`src/rtl/wordle_guess_engine.sv`:
```
// wordle_guess_engine
// Wordle game controller. A target word is latched on start_i. Letters, backspace and
// submit are then accepted from the keyboard layer. Each submitted guess is scored
// green/yellow/gray with correct duplicate-letter handling, and win/lose are tracked
// over up to MAX_GUESSES attempts.
//
// Optional build macro: WORDLE_HARD_MODE_EN. When defined, every position that was green
// in an earlier guess of the current game must keep that letter, or the submit is refused.
//
// Ports:
//   clk_i, reset_ni     clock (rising edge), asynchronous active-low reset
//   start_i, ack_i      begin a game from INIT; return from DONE to INIT
//   target_i            secret word, position 0 in bits [LW-1:0], sampled on start_i
//   letter_valid_i      enter letter_in_i at the cursor
//   letter_in_i         letter code, 0..25 = A..Z
//   backspace_i         delete the letter before the cursor
//   submit_i            submit the current guess
//   state_o             INIT=0 ENTRY=1 SCORE_G=2 SCORE_Y=3 CHECK=4 DONE=5
//   guess_num_o         guesses scored so far
//   cursor_o            letters in the current guess
//   guess_word_o        current or last-scored guess
//   score_o             2 bits per position: 00 empty, 01 gray, 10 yellow, 11 green
//   score_valid_o       high during the CHECK cycle
//   reject_o            one-cycle pulse after a refused submit
//   win_o, lose_o       game result, held until the next start
module wordle_guess_engine #(
    parameter int unsigned WORD_LEN    = 5,
    parameter int unsigned MAX_GUESSES = 6,
    parameter int unsigned LW          = 5
) (
    input  logic                   clk_i,
    input  logic                   reset_ni,
    input  logic                   start_i,
    input  logic                   ack_i,
    input  logic [WORD_LEN*LW-1:0] target_i,
    input  logic                   letter_valid_i,
    input  logic [LW-1:0]          letter_in_i,
    input  logic                   backspace_i,
    input  logic                   submit_i,
    output logic [2:0]             state_o,
    output logic [3:0]             guess_num_o,
    output logic [3:0]             cursor_o,
    output logic [WORD_LEN*LW-1:0] guess_word_o,
    output logic [2*WORD_LEN-1:0]  score_o,
    output logic                   score_valid_o,
    output logic                   reject_o,
    output logic                   win_o,
    output logic                   lose_o
);

    localparam int unsigned WordW    = WORD_LEN * LW;
    localparam logic [3:0]  LastIdx  = 4'(WORD_LEN - 1);
    localparam logic [3:0]  FullCur  = 4'(WORD_LEN);
    localparam logic [3:0]  MaxGuess = 4'(MAX_GUESSES);

    typedef enum logic [2:0] {
        StInit   = 3'd0,
        StEntry  = 3'd1,
        StScoreG = 3'd2,
        StScoreY = 3'd3,
        StCheck  = 3'd4,
        StDone   = 3'd5
    } state_e;

    state_e                state_q;
    logic [WordW-1:0]      target_q;
    logic [WordW-1:0]      guess_q;
    logic [2*WORD_LEN-1:0] score_q;
    logic [WORD_LEN-1:0]   used_q;
    logic [3:0]            idx_q;
    logic [3:0]            cursor_q;
    logic [3:0]            guess_num_q;
    logic                  score_valid_q;
    logic                  reject_q;
    logic                  win_q;
    logic                  lose_q;

    logic [WORD_LEN-1:0]   green;
    logic [2*WORD_LEN-1:0] green_score;
    logic [WORD_LEN-1:0]   yellow_hit;
    logic [LW-1:0]         cur_letter;
    logic [WordW-1:0]      word_ins;
    logic                  letter_ok;
    logic                  submit_bad;

    always_comb begin
        green       = '0;
        green_score = '0;
        for (int i = 0; i < WORD_LEN; i++) begin
            green[i]              = (guess_q[i*LW +: LW] == target_q[i*LW +: LW]);
            green_score[2*i +: 2] = green[i] ? 2'b11 : 2'b00;
        end
    end

    // Lowest target slot not yet consumed that holds the letter under scrutiny.
    always_comb begin
        cur_letter = guess_q[idx_q*LW +: LW];
        yellow_hit = '0;
        for (int j = WORD_LEN - 1; j >= 0; j--) begin
            if (!used_q[j] && (target_q[j*LW +: LW] == cur_letter)) begin
                yellow_hit    = '0;
                yellow_hit[j] = 1'b1;
            end
        end
    end

    // The first letter after a scored guess starts from an empty word.
    always_comb begin
        word_ins                       = (cursor_q == 4'd0) ? '0 : guess_q;
        word_ins[cursor_q*LW +: LW]    = letter_in_i;
    end

    assign letter_ok = (32'(letter_in_i) < 32'd26);

`ifdef WORDLE_HARD_MODE_EN
    logic [WORD_LEN-1:0] hist_q;
    assign submit_bad = |(hist_q & ~green);
`else
    assign submit_bad = 1'b0;
`endif

    always_ff @(posedge clk_i or negedge reset_ni) begin
        if (!reset_ni) begin
            state_q       <= StInit;
            target_q      <= '0;
            guess_q       <= '0;
            score_q       <= '0;
            used_q        <= '0;
            idx_q         <= '0;
            cursor_q      <= '0;
            guess_num_q   <= '0;
            score_valid_q <= 1'b0;
            reject_q      <= 1'b0;
            win_q         <= 1'b0;
            lose_q        <= 1'b0;
`ifdef WORDLE_HARD_MODE_EN
            hist_q        <= '0;
`endif
        end else begin
            score_valid_q <= 1'b0;
            reject_q      <= 1'b0;
            case (state_q)
                StInit: begin
`ifdef WORDLE_HARD_MODE_EN
                    hist_q <= '0;
`endif
                    if (start_i) begin
                        target_q    <= target_i;
                        guess_num_q <= '0;
                        cursor_q    <= '0;
                        guess_q     <= '0;
                        score_q     <= '0;
                        win_q       <= 1'b0;
                        lose_q      <= 1'b0;
                        state_q     <= StEntry;
                    end
                end
                StEntry: begin
                    if (submit_i) begin
                        if ((cursor_q != FullCur) || submit_bad) begin
                            reject_q <= 1'b1;
                        end else begin
                            score_q <= '0;
                            state_q <= StScoreG;
                        end
                    end else if (backspace_i) begin
                        if (cursor_q != 4'd0) begin
                            cursor_q                          <= cursor_q - 4'd1;
                            guess_q[(cursor_q-4'd1)*LW +: LW] <= '0;
                        end
                    end else if (letter_valid_i && (cursor_q != FullCur) && letter_ok) begin
                        guess_q  <= word_ins;
                        cursor_q <= cursor_q + 4'd1;
                    end
                end
                StScoreG: begin
                    score_q <= green_score;
                    used_q  <= green;
                    idx_q   <= '0;
                    state_q <= StScoreY;
                end
                StScoreY: begin
                    if (score_q[idx_q*2 +: 2] != 2'b11) begin
                        if (|yellow_hit) begin
                            used_q                 <= used_q | yellow_hit;
                            score_q[idx_q*2 +: 2]  <= 2'b10;
                        end else begin
                            score_q[idx_q*2 +: 2]  <= 2'b01;
                        end
                    end
                    if (idx_q == LastIdx) begin
                        score_valid_q <= 1'b1;
                        state_q       <= StCheck;
                    end else begin
                        idx_q <= idx_q + 4'd1;
                    end
                end
                StCheck: begin
                    guess_num_q <= guess_num_q + 4'd1;
`ifdef WORDLE_HARD_MODE_EN
                    hist_q <= hist_q | green;
`endif
                    if (&score_q) begin
                        win_q   <= 1'b1;
                        state_q <= StDone;
                    end else if ((guess_num_q + 4'd1) == MaxGuess) begin
                        lose_q  <= 1'b1;
                        state_q <= StDone;
                    end else begin
                        cursor_q <= '0;
                        state_q  <= StEntry;
                    end
                end
                StDone: begin
                    if (ack_i) begin
                        state_q <= StInit;
                    end
                end
                default: state_q <= StInit;
            endcase
        end
    end

    assign state_o       = state_q;
    assign guess_num_o   = guess_num_q;
    assign cursor_o      = cursor_q;
    assign guess_word_o  = guess_q;
    assign score_o       = score_q;
    assign score_valid_o = score_valid_q;
    assign reject_o      = reject_q;
    assign win_o         = win_q;
    assign lose_o        = lose_q;

endmodule
```
`config.mk`:
```
export PLATFORM = sky130hd
export DESIGN_NAME = wordle_guess_engine
export DESIGN_NICKNAME = d
export VERILOG_FILES = /design/src/rtl/wordle_guess_engine.sv
export SDC_FILE = /design/constraint.sdc
export NUM_CORES = 1
export LEC_CHECK = 0
export BUFFER_PORTS_ARGS = -buffer_cell sky130_fd_sc_hd__buf_2
export CORE_AREA = 2 2 117 119
export DETAILED_ROUTE_END_ITERATION = 16
export DIE_AREA = 0 0 119 121
export PLACE_DENSITY = 0.69
export SYNTH_ARGS = -nofsm -noshare
export SYNTH_HDL_FRONTEND = slang
export SYNTH_SLANG_ARGS = --single-unit
```
`constraint.sdc`:
```
create_clock -name clk_i -period 10.6 [get_ports clk_i]
set_clock_uncertainty 0.2 [all_clocks]
set_input_delay 0.53 -clock clk_i [delete_from_list [all_inputs] [get_ports clk_i]]
set_output_delay 0.53 -clock clk_i [all_outputs]
set_load 0.05 [all_outputs]
```
# After elaboration in Yosys (flattened, before gate mapping)
# Index checks and enable logic that the tools add are counted.
# word_totals
register_bits,84
in_bits,37
out_inout_bits,50
wordCells,160
# op_classes
add_sub_neg,8
mul,3
n_lt_le_gt_ge,1
eq_ne,34
shift,9
muxes,60
bitwise_logic,1
n_reduce_logical,32
# ops
cell,n
$mux 25,6
$shift 5x34->25 const A,2
$shiftx 2x34->10 const A,2
$bwmux 25,2
$eq 5x5->1,10
$mux 10,5
$pmux 25 s2,1
$pmux 10 s4,1
$mux 5,7
$neg 32->34,1
$neg 5->34,1
$neg 7->34,1
$shift 2x34->10 const A,1
$shiftx 5x34->25,1
$shiftx 5x34->25 const A,1
$mux 4,8
$ne 2x2->1 const B,14
$shiftx 25x8->5,1
$mux 3,7
$bwmux 10,2
$pmux 3 s6,1
$pmux 4 s2,2
$reduce_and 5->1,3
$mul 4x3->7 const B,2
other kinds (31),66

# Depth between registers and ports, before layout
# depth
ltp_word,13
depth_mapped,23
ltp_nobuf,20

# Worst setup path after synthesis
# Ideal clock, no wire load.
# synth_timing
kind,register to register
from,reg cursor_q[0] (netlist: cursor_o[0])
to,reg guess_q[19] (netlist: guess_word_o[19])
setup_ns,0.128
arrival_ns,6.042
required_time_ns,10.272
setup_slack_ns,4.231
path_stages_with_launch,23
n_path_buf,3
synth_period_minus_slack_ns,6.369
path_cell_list,dfrtp_1 clkbuf_1 inv_1 ha_1 clkbuf_1 inv_1 ha_1 ha_1 fa_1 nor3_1 nand2_1 and3b_1 and3_1 clkbuf_1 inv_1 ha_1 or3_1 or4_1 nor4_1 o21ai_1 nor4_1 o21ai_1 mux2_1
# synth_between
elab_chain_len,9
word_cells_on_any_way,25
classes_between,add/sub: 3; mul: 2; eq/ne: 3; shift: 4; mux: 8; reduce/logical: 5
# synth_lines
element,line_no,rtl
from (decl),71,logic [3:0] cursor_q;
from (signal assigned),168,cursor_q <= cursor_q - 4'd1;
from (signal assigned),173,cursor_q <= cursor_q + 4'd1;
$sub 4x1->5,169,guess_q[(cursor_q-4'd1)*LW +: LW] <= '0;
$mul 5x4->9,169,
$neg 32->34,169,
$shiftx 5x34->25 / $shift 5x34->25 (equally long branches),169,
$bwmux 25,169,
$mux 25,167,if (cursor_q != 4'd0) begin
$mux 25,166,end else if (backspace_i) begin
$mux 25,159,if (submit_i) begin
$pmux 25 s2,142,case (state_q)
to (signal assigned),172,guess_q <= word_ins;
to (decl),67,logic [WordW-1:0] guess_q;
# Parallel ways exist; a longest one is shown, timed or not. The select of a mux whose other input is x is not followed.
# A chain may end at the register's enable or synchronous reset.

# Worst setup path after layout
# layout_timing
from,reg cursor_q[0] (netlist: cursor_o[0])
to,reg guess_q[15] (netlist: guess_word_o[15])
# Same word-level chain as after synthesis.

==> results.ini <==
[status]
run_status = finished, final reports clean

[pwr]
power_leakage_nw = 3.18
clkPwrFrac_pct = 12.4
netSwitchingFraction_pct = 54.2
p_switching_mw = 1.43
powerDensity_nw_per_um2 = 365
sequentialPowerShare_pct = 21.7
power.combinational.fraction_pct = 65.8
power_report.internal_total_mw = 1.21
vdd.ir_drop.worst_uv = 222

[global_routing]
track_usage_pct = 27.1
grt_start_max_net_pins = 85
global_route_wire_length_before_repair_um = 31000
first_global_vias = 5855
number_of_antenna_violations_at_the_first_check_in_global_routing = 0
grt-ovfl-total = 0

[route]
drt_wl_total_um = 18900
detail_route.drc_violations = 0
route.vias.total = 6090
first_pass_iters = 7
viasPerCell = 6.22
postRouteAntennaNets = 0
drt_first_iter_violations = 583
routedWlPerCell_um = 19.4

[floorplan]
placementRows = 42
floorplan.initialDensity_pct = 48.9
i_o_pin_count = 87
dieHeight_um = 121
floorplan.die_area_sq_um = 14400
die-width_um = 119
core_sq_um = 13100

[sta]
post-route-min-period_ps = 7070
maxSlewViolCount = 0
timing_hold_violations_final = 0
maxClockFrequency_mhz = 141
max_slew_margin_pct = 27.9
fin_setup_tns_ps = 0
grt_setup_unrepaired = no
finalWorstSetupSlack_ps = 3530
tightestPinTransition_ps = 1080
finalCritPeriodShare_pct = 66.7
timing.final.setup_violations = 0

[yosys]
ys_warn_count = 0
synth.distinct_cells = 80
number_of_register_bits_inferred_by_synthesis = 84
synth_enable_flop_cells = 0
synth_async_sr_flop_share_pct = 100
syn-instance-count = 730
postSynthAreaPerCell_sq_um = 8.76
ys.flop_type = sky130_fd_sc_hd__dfrtp_1
yosysSeqAreaShare_pct = 32.9
postSynthNetCount = 800
synth_area_sq_um = 6400

[clocking]
path_clk_slew_ps = 60
cts_tree = yes
postCtsResizedCells = 0
ctsHtreeMaxLevel = 3
ctsHoldBuffers = 0
tritoncts.num_buffers = 9
post-cts-setup-buffers = 0
max-clock-path-buffers = 2
numClockSinks = 84
cts_root_buf = sky130_fd_sc_hd__clkbuf_16
clkLatencyLatePin_ps = 360

[layout]
layout_commonest_cell = sky130_fd_sc_hd__nand2_1
syn_to_final_growth_pct = 12.9
nNetsFinal = 868
antenna-diode-count = 0
most-common-layout-cells = sky130_fd_sc_hd__nand2_1, sky130_fd_sc_hd__buf_2, sky130_fd_sc_hd__dfrtp_1
proportion_of_layout_cells_with_a_drive_suffix_above_1_pct = 18.9

[critical_path]
critical_path_required_ps = 10620
critical_path_peak_fanout = 24
critical_path_type = reg2reg
critical_path.startpoint_type = flip-flop
cp_data_arrival_time_ps = 7090
critical_path_sink_type = flip-flop

[place]
gp_congestion = 0.960
pre_cts_setup_slack_ps = 3670
dpl.hpwl_um = 14000
place.port_buffers = 86

[hold_path]
hold_class = in2async

[job]
max_cap_viol_count = 0

## path summary, 6_finish.rpt
| kind | from | end | slack, ps | depth (start not counted) |
|---|---|---|---|---|
| min in group clk_i | target_i[19] | target_q[19] | 180 | 3 |
| worst min-delay path | reset_ni | lose_o | 170 | 1 |
| max in group asynchronous | reset_ni | target_q[3] | 9330 | 1 |
| worst min register to register | win_o | win_o | 280 | 1 |
| worst max register to register | cursor_o[0] | guess_word_o[15] | 3530 | 20 |
| worst max-delay path | cursor_o[0] | guess_word_o[15] | 3530 | 20 |
## final cells by class
cell class	instances	area, sq um
clock buffer	12	256
clock inverter	4	47.5
fill	1187	5870
inverter	25	93.8
multi-input combinational	588	4040
sequential	84	2100
tap	176	220
timing repair buffer	90	463
## metrics by stage
step | total power [mW] | util (%) | instance area, sq um | std cells | hold WS, ps
finish | 2.64 | 55.2 | 7220 | 979 | 174
global route | 2.84 | 55.2 | 7220 | 979 | 195
CTS | 2.61 | 55.2 | 7220 | 979 | 165
detailed placement | 2.27 | 52.8 | 6920 | 963 | 267
global placement | 2.22 | 52.8 | 6920 | 963 | 260
floorplan | 1.86 | - | 6400 | 730 | 34.4
## worst max-delay path: stages, from the launching register on
cell and delay, ps:
sky130_fd_sc_hd__dfrtp_1 790, sky130_fd_sc_hd__inv_1 330, sky130_fd_sc_hd__ha_1 660, sky130_fd_sc_hd__inv_1 190, sky130_fd_sc_hd__ha_1 310, sky130_fd_sc_hd__ha_1 220, sky130_fd_sc_hd__fa_1 400, sky130_fd_sc_hd__xnor2_1 380
sky130_fd_sc_hd__nand2_1 180, sky130_fd_sc_hd__and3b_1 340, sky130_fd_sc_hd__and3_1 290, sky130_fd_sc_hd__inv_1 70, sky130_fd_sc_hd__ha_1 300, sky130_fd_sc_hd__nor4_1 300, sky130_fd_sc_hd__nand4_1 130, sky130_fd_sc_hd__or4_1 530
sky130_fd_sc_hd__nor4_1 290, sky130_fd_sc_hd__o211ai_1 330, sky130_fd_sc_hd__o31a_1 330, sky130_fd_sc_hd__o21ai_0 210, sky130_fd_sc_hd__o31ai_1 140
## logic make-up after synthesis
logic type               Yosys count  synth area share, %
XOR/XNOR                          59                 8.08
flip-flops                        84                 32.9
buffers and inverters             58                 4.11
AO/OA/AOI/OAI                    187                 20.1
AND/OR/NAND/NOR                  277                 22.8
adder cells (fa/ha/maj)           33                 6.69
multiplexers                      32                 5.42
## registers in the layout, summed over array words and instances, names as in the netlist, 3 cells and up
signal        flops
cursor_o          4
idx_q             4
state_o           3
guess_num_o       4
target_q         25
score_o          10
guess_word_o     25
used_q            5
## per-layer routing
layer,share of wire [%],track usage (%)
met5,0,0
met4,2.2,9.00
met3,7.7,6.48
met2,46,42.5
met1,44,36.9
## cells in the mapped netlist (4+ instances only)
cell type,number,share of area (%)
sky130_fd_sc_hd__nand2_1,86,5.0
sky130_fd_sc_hd__dfrtp_1,84,33
sky130_fd_sc_hd__o21ai_0,47,3.7
sky130_fd_sc_hd__nor2_1,45,2.6
sky130_fd_sc_hd__ha_1,31,6.1
sky130_fd_sc_hd__nand3_1,30,2.3
sky130_fd_sc_hd__xnor2_1,30,4.1
sky130_fd_sc_hd__xor2_1,29,4.0
sky130_fd_sc_hd__a21oi_1,27,2.1
sky130_fd_sc_hd__nor3_1,25,2.0
sky130_fd_sc_hd__clkbuf_1,24,1.4
sky130_fd_sc_hd__inv_1,24,1.4
sky130_fd_sc_hd__mux2_2,20,3.5
sky130_fd_sc_hd__nand4_1,17,1.7
sky130_fd_sc_hd__o31ai_1,12,1.4
sky130_fd_sc_hd__mux2i_1,11,1.7
sky130_fd_sc_hd__nor4_1,11,1.1
sky130_fd_sc_hd__o22ai_1,10,0.98
sky130_fd_sc_hd__o211ai_1,9,1.1
sky130_fd_sc_hd__a31oi_1,7,0.68
sky130_fd_sc_hd__and2_1,7,0.68
sky130_fd_sc_hd__o21a_1,7,0.82
sky130_fd_sc_hd__o31a_1,7,0.96
sky130_fd_sc_hd__a21o_1,6,0.70
sky130_fd_sc_hd__a22o_1,5,0.68
sky130_fd_sc_hd__buf_6,5,0.88
sky130_fd_sc_hd__nand2b_1,5,0.49
sky130_fd_sc_hd__or2_2,5,0.49
sky130_fd_sc_hd__or3_1,5,0.49
sky130_fd_sc_hd__a21boi_0,4,0.47
sky130_fd_sc_hd__a31o_2,4,0.55
sky130_fd_sc_hd__a32o_1,4,0.63
sky130_fd_sc_hd__and3_1,4,0.39
sky130_fd_sc_hd__nand4b_1,4,0.55
sky130_fd_sc_hd__nor2b_1,4,0.39
## power by group through the flow
stage | combinational, mW | clock (mW) | sequential, mW
final | 1.74 | 0.328 | 0.573
after global routing | 1.91 | 0.347 | 0.591
after detailed placement | 1.69 | 0 | 0.576
after global placement | 1.65 | 0 | 0.571
after CTS | 1.70 | 0.333 | 0.571
after floorplan | 1.27 | 0 | 0.592
Power figures use the tool's default switching activity.
